--- src/rtl/pi_sequencer.sv ---
// pi_sequencer: steps the shared PI ALU through the left then right channel computations.
// Define INT_DEC_EN to update the integrators only on every fourth control pass.
module pi_sequencer #(
  parameter logic [13:0] PTERM = 14'h3680,
  parameter logic [11:0] ITERM = 12'h500
) (
  input  logic        clk,
  input  logic        rst,
  input  logic        go,
  input  logic [11:0] fwd,
  output logic        strt_cnv,
  output logic [2:0]  chnnl,
  input  logic        cnv_cmplt,
  input  logic [11:0] A2D_res,
  input  logic [15:0] dst,
  output logic [2:0]  src0sel,
  output logic [2:0]  src1sel,
  output logic        multiply,
  output logic        sub,
  output logic        mult2,
  output logic        mult4,
  output logic        saturate,
  output logic [15:0] Accum,
  output logic [15:0] Pcomp,
  output logic [11:0] Icomp,
  output logic [11:0] Error,
  output logic [11:0] Intgrl,
  output logic [13:0] Pterm,
  output logic [11:0] Iterm,
  output logic [11:0] Fwd,
  output logic [11:0] lft,
  output logic [11:0] rht,
  output logic        busy,
  output logic        cyc_done
);

  // state | meaning
  // IDLE  | wait for go          STRT  | conversion requested    WAIT  | wait for A2D result
  // ERR   | Error = Fwd - A2D    INTG  | integrate Error/16      ICOMP | Iterm*Intgrl (2 cycles)
  // PCOMP | Pterm*Error (2 cyc)  ACC1  | Accum = Fwd - Pcomp     OUT   | drive = Accum - Icomp
  typedef enum logic [3:0] {IDLE, STRT, WAIT, ERR, INTG, ICOMP, PCOMP, ACC1, OUT} state_t;

  typedef struct packed {
    logic [2:0] s0;
    logic [2:0] s1;
    logic       mul;
    logic       sb;
    logic       sat;
  } ctl_t;

  state_t      state;
  ctl_t        ctl;
  logic        ch;
  logic        hold;
  logic        intg_en;
  logic [11:0] a2d;
  logic [11:0] intg_l;
  logic [11:0] intg_r;
  logic        unused_a2d;

  function automatic ctl_t ctl_of(input state_t s);
    case (s)
      ERR:     return '{3'b000, 3'b100, 1'b0, 1'b1, 1'b1};
      INTG:    return '{3'b001, 3'b011, 1'b0, 1'b0, 1'b1};
      ICOMP:   return '{3'b001, 3'b001, 1'b1, 1'b0, 1'b0};
      PCOMP:   return '{3'b100, 3'b010, 1'b1, 1'b0, 1'b0};
      ACC1:    return '{3'b011, 3'b100, 1'b0, 1'b1, 1'b0};
      OUT:     return '{3'b010, 3'b000, 1'b0, 1'b1, 1'b1};
      default: return '0;
    endcase
  endfunction

`ifdef INT_DEC_EN
  logic [1:0] pass_cnt;

  always_ff @(posedge clk or posedge rst) begin
    if (rst)
      pass_cnt <= '0;
    else if (state == OUT && ch)
      pass_cnt <= pass_cnt + 2'd1;
  end

  assign intg_en = (pass_cnt == 2'b11);
`else
  assign intg_en = 1'b1;
`endif

  always_ff @(posedge clk or posedge rst) begin
    if (rst) begin
      state    <= IDLE;
      ctl      <= '0;
      ch       <= 1'b0;
      hold     <= 1'b0;
      a2d      <= '0;
      intg_l   <= '0;
      intg_r   <= '0;
      Fwd      <= '0;
      Error    <= '0;
      Icomp    <= '0;
      Pcomp    <= '0;
      Accum    <= '0;
      lft      <= '0;
      rht      <= '0;
      strt_cnv <= 1'b0;
      chnnl    <= '0;
      busy     <= 1'b0;
      cyc_done <= 1'b0;
    end else begin
      strt_cnv <= 1'b0;
      cyc_done <= 1'b0;
      case (state)
        // busy is always low in IDLE; cyc_done blocks a go in the completion cycle
        IDLE: if (go && !cyc_done) begin
          Fwd      <= fwd;
          ch       <= 1'b0;
          busy     <= 1'b1;
          strt_cnv <= 1'b1;
          chnnl    <= 3'b000;
          state    <= STRT;
        end
        STRT: state <= WAIT;
        WAIT: if (cnv_cmplt) begin
          a2d   <= A2D_res;
          ctl   <= ctl_of(ERR);
          state <= ERR;
        end
        ERR: begin
          Error <= dst[11:0];
          ctl   <= ctl_of(INTG);
          state <= INTG;
        end
        INTG: begin
          if (intg_en) begin
            if (ch) intg_r <= dst[11:0];
            else    intg_l <= dst[11:0];
          end
          ctl   <= ctl_of(ICOMP);
          state <= ICOMP;
        end
        ICOMP: if (!hold) hold <= 1'b1;
        else begin
          hold  <= 1'b0;
          Icomp <= dst[11:0];
          ctl   <= ctl_of(PCOMP);
          state <= PCOMP;
        end
        PCOMP: if (!hold) hold <= 1'b1;
        else begin
          hold  <= 1'b0;
          Pcomp <= dst;
          ctl   <= ctl_of(ACC1);
          state <= ACC1;
        end
        ACC1: begin
          Accum <= dst;
          ctl   <= ctl_of(OUT);
          state <= OUT;
        end
        OUT: begin
          ctl <= '0;
          if (!ch) begin
            lft      <= dst[11:0];
            ch       <= 1'b1;
            strt_cnv <= 1'b1;
            chnnl    <= 3'b100;
            state    <= STRT;
          end else begin
            rht      <= dst[11:0];
            busy     <= 1'b0;
            cyc_done <= 1'b1;
            state    <= IDLE;
          end
        end
        default: begin
          ctl   <= '0;
          state <= IDLE;
        end
      endcase
    end
  end

  // The ALU reads the conversion straight from the front end; a2d is a captured copy only.
  assign unused_a2d = ^a2d;

  assign Intgrl   = ch ? intg_r : intg_l;
  assign src0sel  = ctl.s0;
  assign src1sel  = ctl.s1;
  assign multiply = ctl.mul;
  assign sub      = ctl.sb;
  assign saturate = ctl.sat;
  assign mult2    = 1'b0;
  assign mult4    = 1'b0;
  assign Pterm    = PTERM;
  assign Iterm    = ITERM;

endmodule

--- config.mk ---
export PLATFORM = sky130hd
export DESIGN_NAME = pi_sequencer
export DESIGN_NICKNAME = d
export VERILOG_FILES = /design/src/rtl/pi_sequencer.sv
export SDC_FILE = /design/constraint.sdc
export NUM_CORES = 1
export LEC_CHECK = 0
export CORE_ASPECT_RATIO = 0.6
export CORE_UTILIZATION = 43
export DETAILED_ROUTE_END_ITERATION = 6
export PLACE_DENSITY = 0.76
export SYNTH_ARGS = -nofsm -noshare
export SYNTH_HDL_FRONTEND = slang
export SYNTH_SLANG_ARGS = --single-unit
--- constraint.sdc ---
create_clock -name clk -period 5.3 [get_ports clk]
set_input_delay 1.06 -clock clk [delete_from_list [all_inputs] [get_ports clk]]
set_output_delay 1.06 -clock clk [all_outputs]
set_load 0.02 [all_outputs]
==> flow_metrics.env <==
export IMPL_setup_viol=0
export IMPL_fin_nets=595
export IMPL_r2r_start="state[2]$_DFFE_PP0P_"
export IMPL_cts_repair_resized=0
export IMPL_critPathLaunch="ch$_DFFE_PP0P_"
export IMPL_detail_route_wl_per_cell_um=18.13
export IMPL_finalNonFillerCells=733
export IMPL_drtPass1Iterations=4
export IMPL_synthTopCellsByCount="135 x dfrtp_1, 126 x mux2_2, 33 x buf_4, 12 x o21ai_0, 10 x nor2_1"
export IMPL_place_inst=702
export IMPL_detail_route_antenna_nets=0
export IMPL_yosysTopAreaCell="dfrtp_1"
export IMPL_fin_tns_setup_ps=0
export IMPL_fin_skew_ps=10.10
export IMPL_clockBufferDepth=2
export IMPL_grt_ovfl_total=0
export IMPL_status="completed"
export IMPL_numCtsBuffers=17
export IMPL_cp_end_kind="output pin"
export IMPL_post_cts_repair_setup_buffers=0
export IMPL_grt_start_max_net_pins=103
export IMPL_start_util_pct=44.34
export IMPL_ys_ff_latch=135
export IMPL_slew_headroom_pct=16.03
export IMPL_tightest_slew_ps=1255
export IMPL_antenna_found_initial=0
export IMPL_grt_pass1_wl_um=21130
export IMPL_max_freq_mhz=304.6
export IMPL_fp_dieW_um=150.9
export IMPL_seq_area_frac_synth_pct=59.09
export IMPL_cap_violations=0
export IMPL_postCtsHoldBufs=0
export IMPL_first_iter_violations=108
export IMPL_num_rows=32
export IMPL_totalWireLength_um=13290
export IMPL_hold_path_class="flip-flop to flip-flop"
export IMPL_die_h_um=91.32
export IMPL_period_share_pct=61.94
export IMPL_p_leak_uw=0.003353
export IMPL_synth_area_leaders="dfrtp_1 59%, mux2_2 25%, buf_4 4.3%"
export IMPL_yosysTopAreaCellShare_pct=59.09
export IMPL_syn_inst=406
export IMPL_syn_to_final_growth_pct=36.13
export IMPL_async_flop_share_pct=100.0
export IMPL_gp_congestion=0.7722
export IMPL_worstPathArrival_ps=2220
export IMPL_tritoncts="done"
export IMPL_clkTransAtPathRegs_ps=50
export IMPL_hold_viol=0
export IMPL_clock_latency_ps=400
export IMPL_cp_cell_sequence="mux2_2, clkdlybuf4s50_1"
export IMPL_dp_hpwl_um=8718
export IMPL_grt_pass1_vias=3751
export IMPL_avgSynthCellArea_um2=14.08
export IMPL_period_minus_slack_ps=3283
export IMPL_crit_type="flip-flop to output pin"
export IMPL_power_density_nw_per_um2=708.6
export IMPL_final_area_um2=7782
export IMPL_n_antenna_cell=0
export IMPL_vias=3646
export IMPL_synth_edff_count=0
export IMPL_track_usage_pct=20.65
export IMPL_place_port_buffers=148
export IMPL_vdd_ir_drop_max_mv=0.3263
export IMPL_crit_path_max_incr_delay_ps=820
export IMPL_rsz0062_at_grt="false"
export IMPL_synth_cell_type_count=36
export IMPL_min_delay_start="src0sel[2]$_DFFE_PP0P_"
export IMPL_slew_viol_final=0
export IMPL_dieArea_um2=13780
export IMPL_yosysWarnings=0
export IMPL_ios=191
export IMPL_viasPerCell=4.974
export IMPL_worst_endpoint_required_ps=4240
export IMPL_fillCellCount=1004
export IMPL_dpl_cell_area_um2=7183
export IMPL_route_detailed_drc=0
export IMPL_root_buffer="clkbuf_16"
export IMPL_synth_area_um2=5717
export IMPL_cp_start_kind="flip-flop"
export IMPL_cts_max_level=4
export IMPL_slowest_stage="dfrtp_1"
export IMPL_cts_sinks=135
export IMPL_drive_gt1_share_pct=29.13
export IMPL_core_um2=12890
export IMPL_synth_most_common_cell="dfrtp_1"
export IMPL_cp_max_fo=17
export IMPL_synthFlopType="dfrtp_1"
[worst paths after layout]
check                      slack, ps  cells past startpoint                endpoint
setup / recovery                2020                      2               Intgrl[4]
hold / removal                   490                      1  src0sel[2]$_DFFE_PP0P_
setup reg to reg                2590                      4   intg_l[1]$_DFFE_PP0P_
hold reg to reg                  490                      1  src0sel[2]$_DFFE_PP0P_
max in group asynchronous       3030                      3      rht[9]$_DFFE_PP0P_
min in group asynchronous       1210                      2      Fwd[1]$_DFFE_PP0P_
[state kept, by name (all words and copies together), names as in the netlist]
name,count
intg_r,12
Pcomp,16
ch,1
rht,12
Icomp,12
src1sel,3
busy,1
chnnl,1
Error,12
Fwd,12
sub,1
saturate,1
Accum,16
hold,1
strt_cnv,1
multiply,1
src0sel,3
intg_l,12
state,4
lft,12
cyc_done,1
[layout make-up]
class | count | area [um2] | share of cell area (%)
tap | 170 | 212.7 | 2.733
clock inverter | 8 | 121.4 | 1.559
clock buffer | 23 | 478.0 | 6.141
sequential | 135 | 3378 | 43.41
timing repair buffer | 150 | 1496 | 19.23
multi-input combinational | 242 | 2072 | 26.62
inverter | 5 | 23.77 | 0.3055
[report_power, final]
group	total [uW]	switching (uW)	leakage, uW	internal, uW
combinational	2450	1140	0.00143	1310
sequential	1870	360	0.00163	1510
clock	1190	418	0.000293	774
[stage by stage]
step                utilization [%]  setup WS (ps)  hold slack [ps]  total power, uW
finish                        60.36           2017            486.7             5515
floorplan                         -          628.9            473.6             3242
global placement              55.72           2434            468.5             4262
global route                  60.36           1914            513.4             5817
detailed placement            55.72           2432            480.6             4340
CTS                           60.36           1990            494.6             5566
[routing by layer]
layer	up-vias	GRT usage, %	routed length, um
li1	1643	-	-
met1	1853	29.01	6067
met2	138	29.89	5963
met3	12	7.286	1164
met4	0	6.083	91
met5	-	0	0
[cells by family (layout without fill, tap and decap cells)]
| kind of cell | count (synthesis) | in the layout | synth area share, % |
|---|---|---|---|
| XOR/XNOR | 2 | 2 | 0.3065 |
| multiplexers | 129 | 129 | 25.41 |
| other | 2 | 30 | 0.1314 |
| AO/OA/AOI/OAI | 34 | 34 | 3.589 |
| buffers and inverters | 57 | 186 | 6.632 |
| flip-flops | 135 | 135 | 59.09 |
| AND/OR/NAND/NOR | 47 | 47 | 4.837 |
[worst max-delay path: cells and delay by family, from the launching register on]
| family | cells | cell delay [ps] |
|---|---|---|
| flops | 1 | 820 |
| mux | 1 | 420 |
| buf+inv | 1 | 580 |
[placed cells by master, fill, tap and decap left out, types with 2 or more instances in the layout]
master and instances:
mux2_2 126, clkinv_2 3, conb_1 30, a21o_1 3, mux2_1 3, nor2b_2 2, o21ai_0 12, nand2b_1 6
buf_4 2, and3_1 2, clkbuf_1 3, clkbuf_8 3, nor2_1 10, clkbuf_16 17, nand3_1 2, nand3_2 2
or3_1 2, a31oi_1 4, o21a_1 4, nor2b_1 6, bufinv_16 3, nand2_1 6, inv_1 4, a21oi_1 7
nor3_1 2, dfrtp_1 135, clkdlybuf4s50_1 148
No activity file was read; power rests on OpenSTA's default activity.
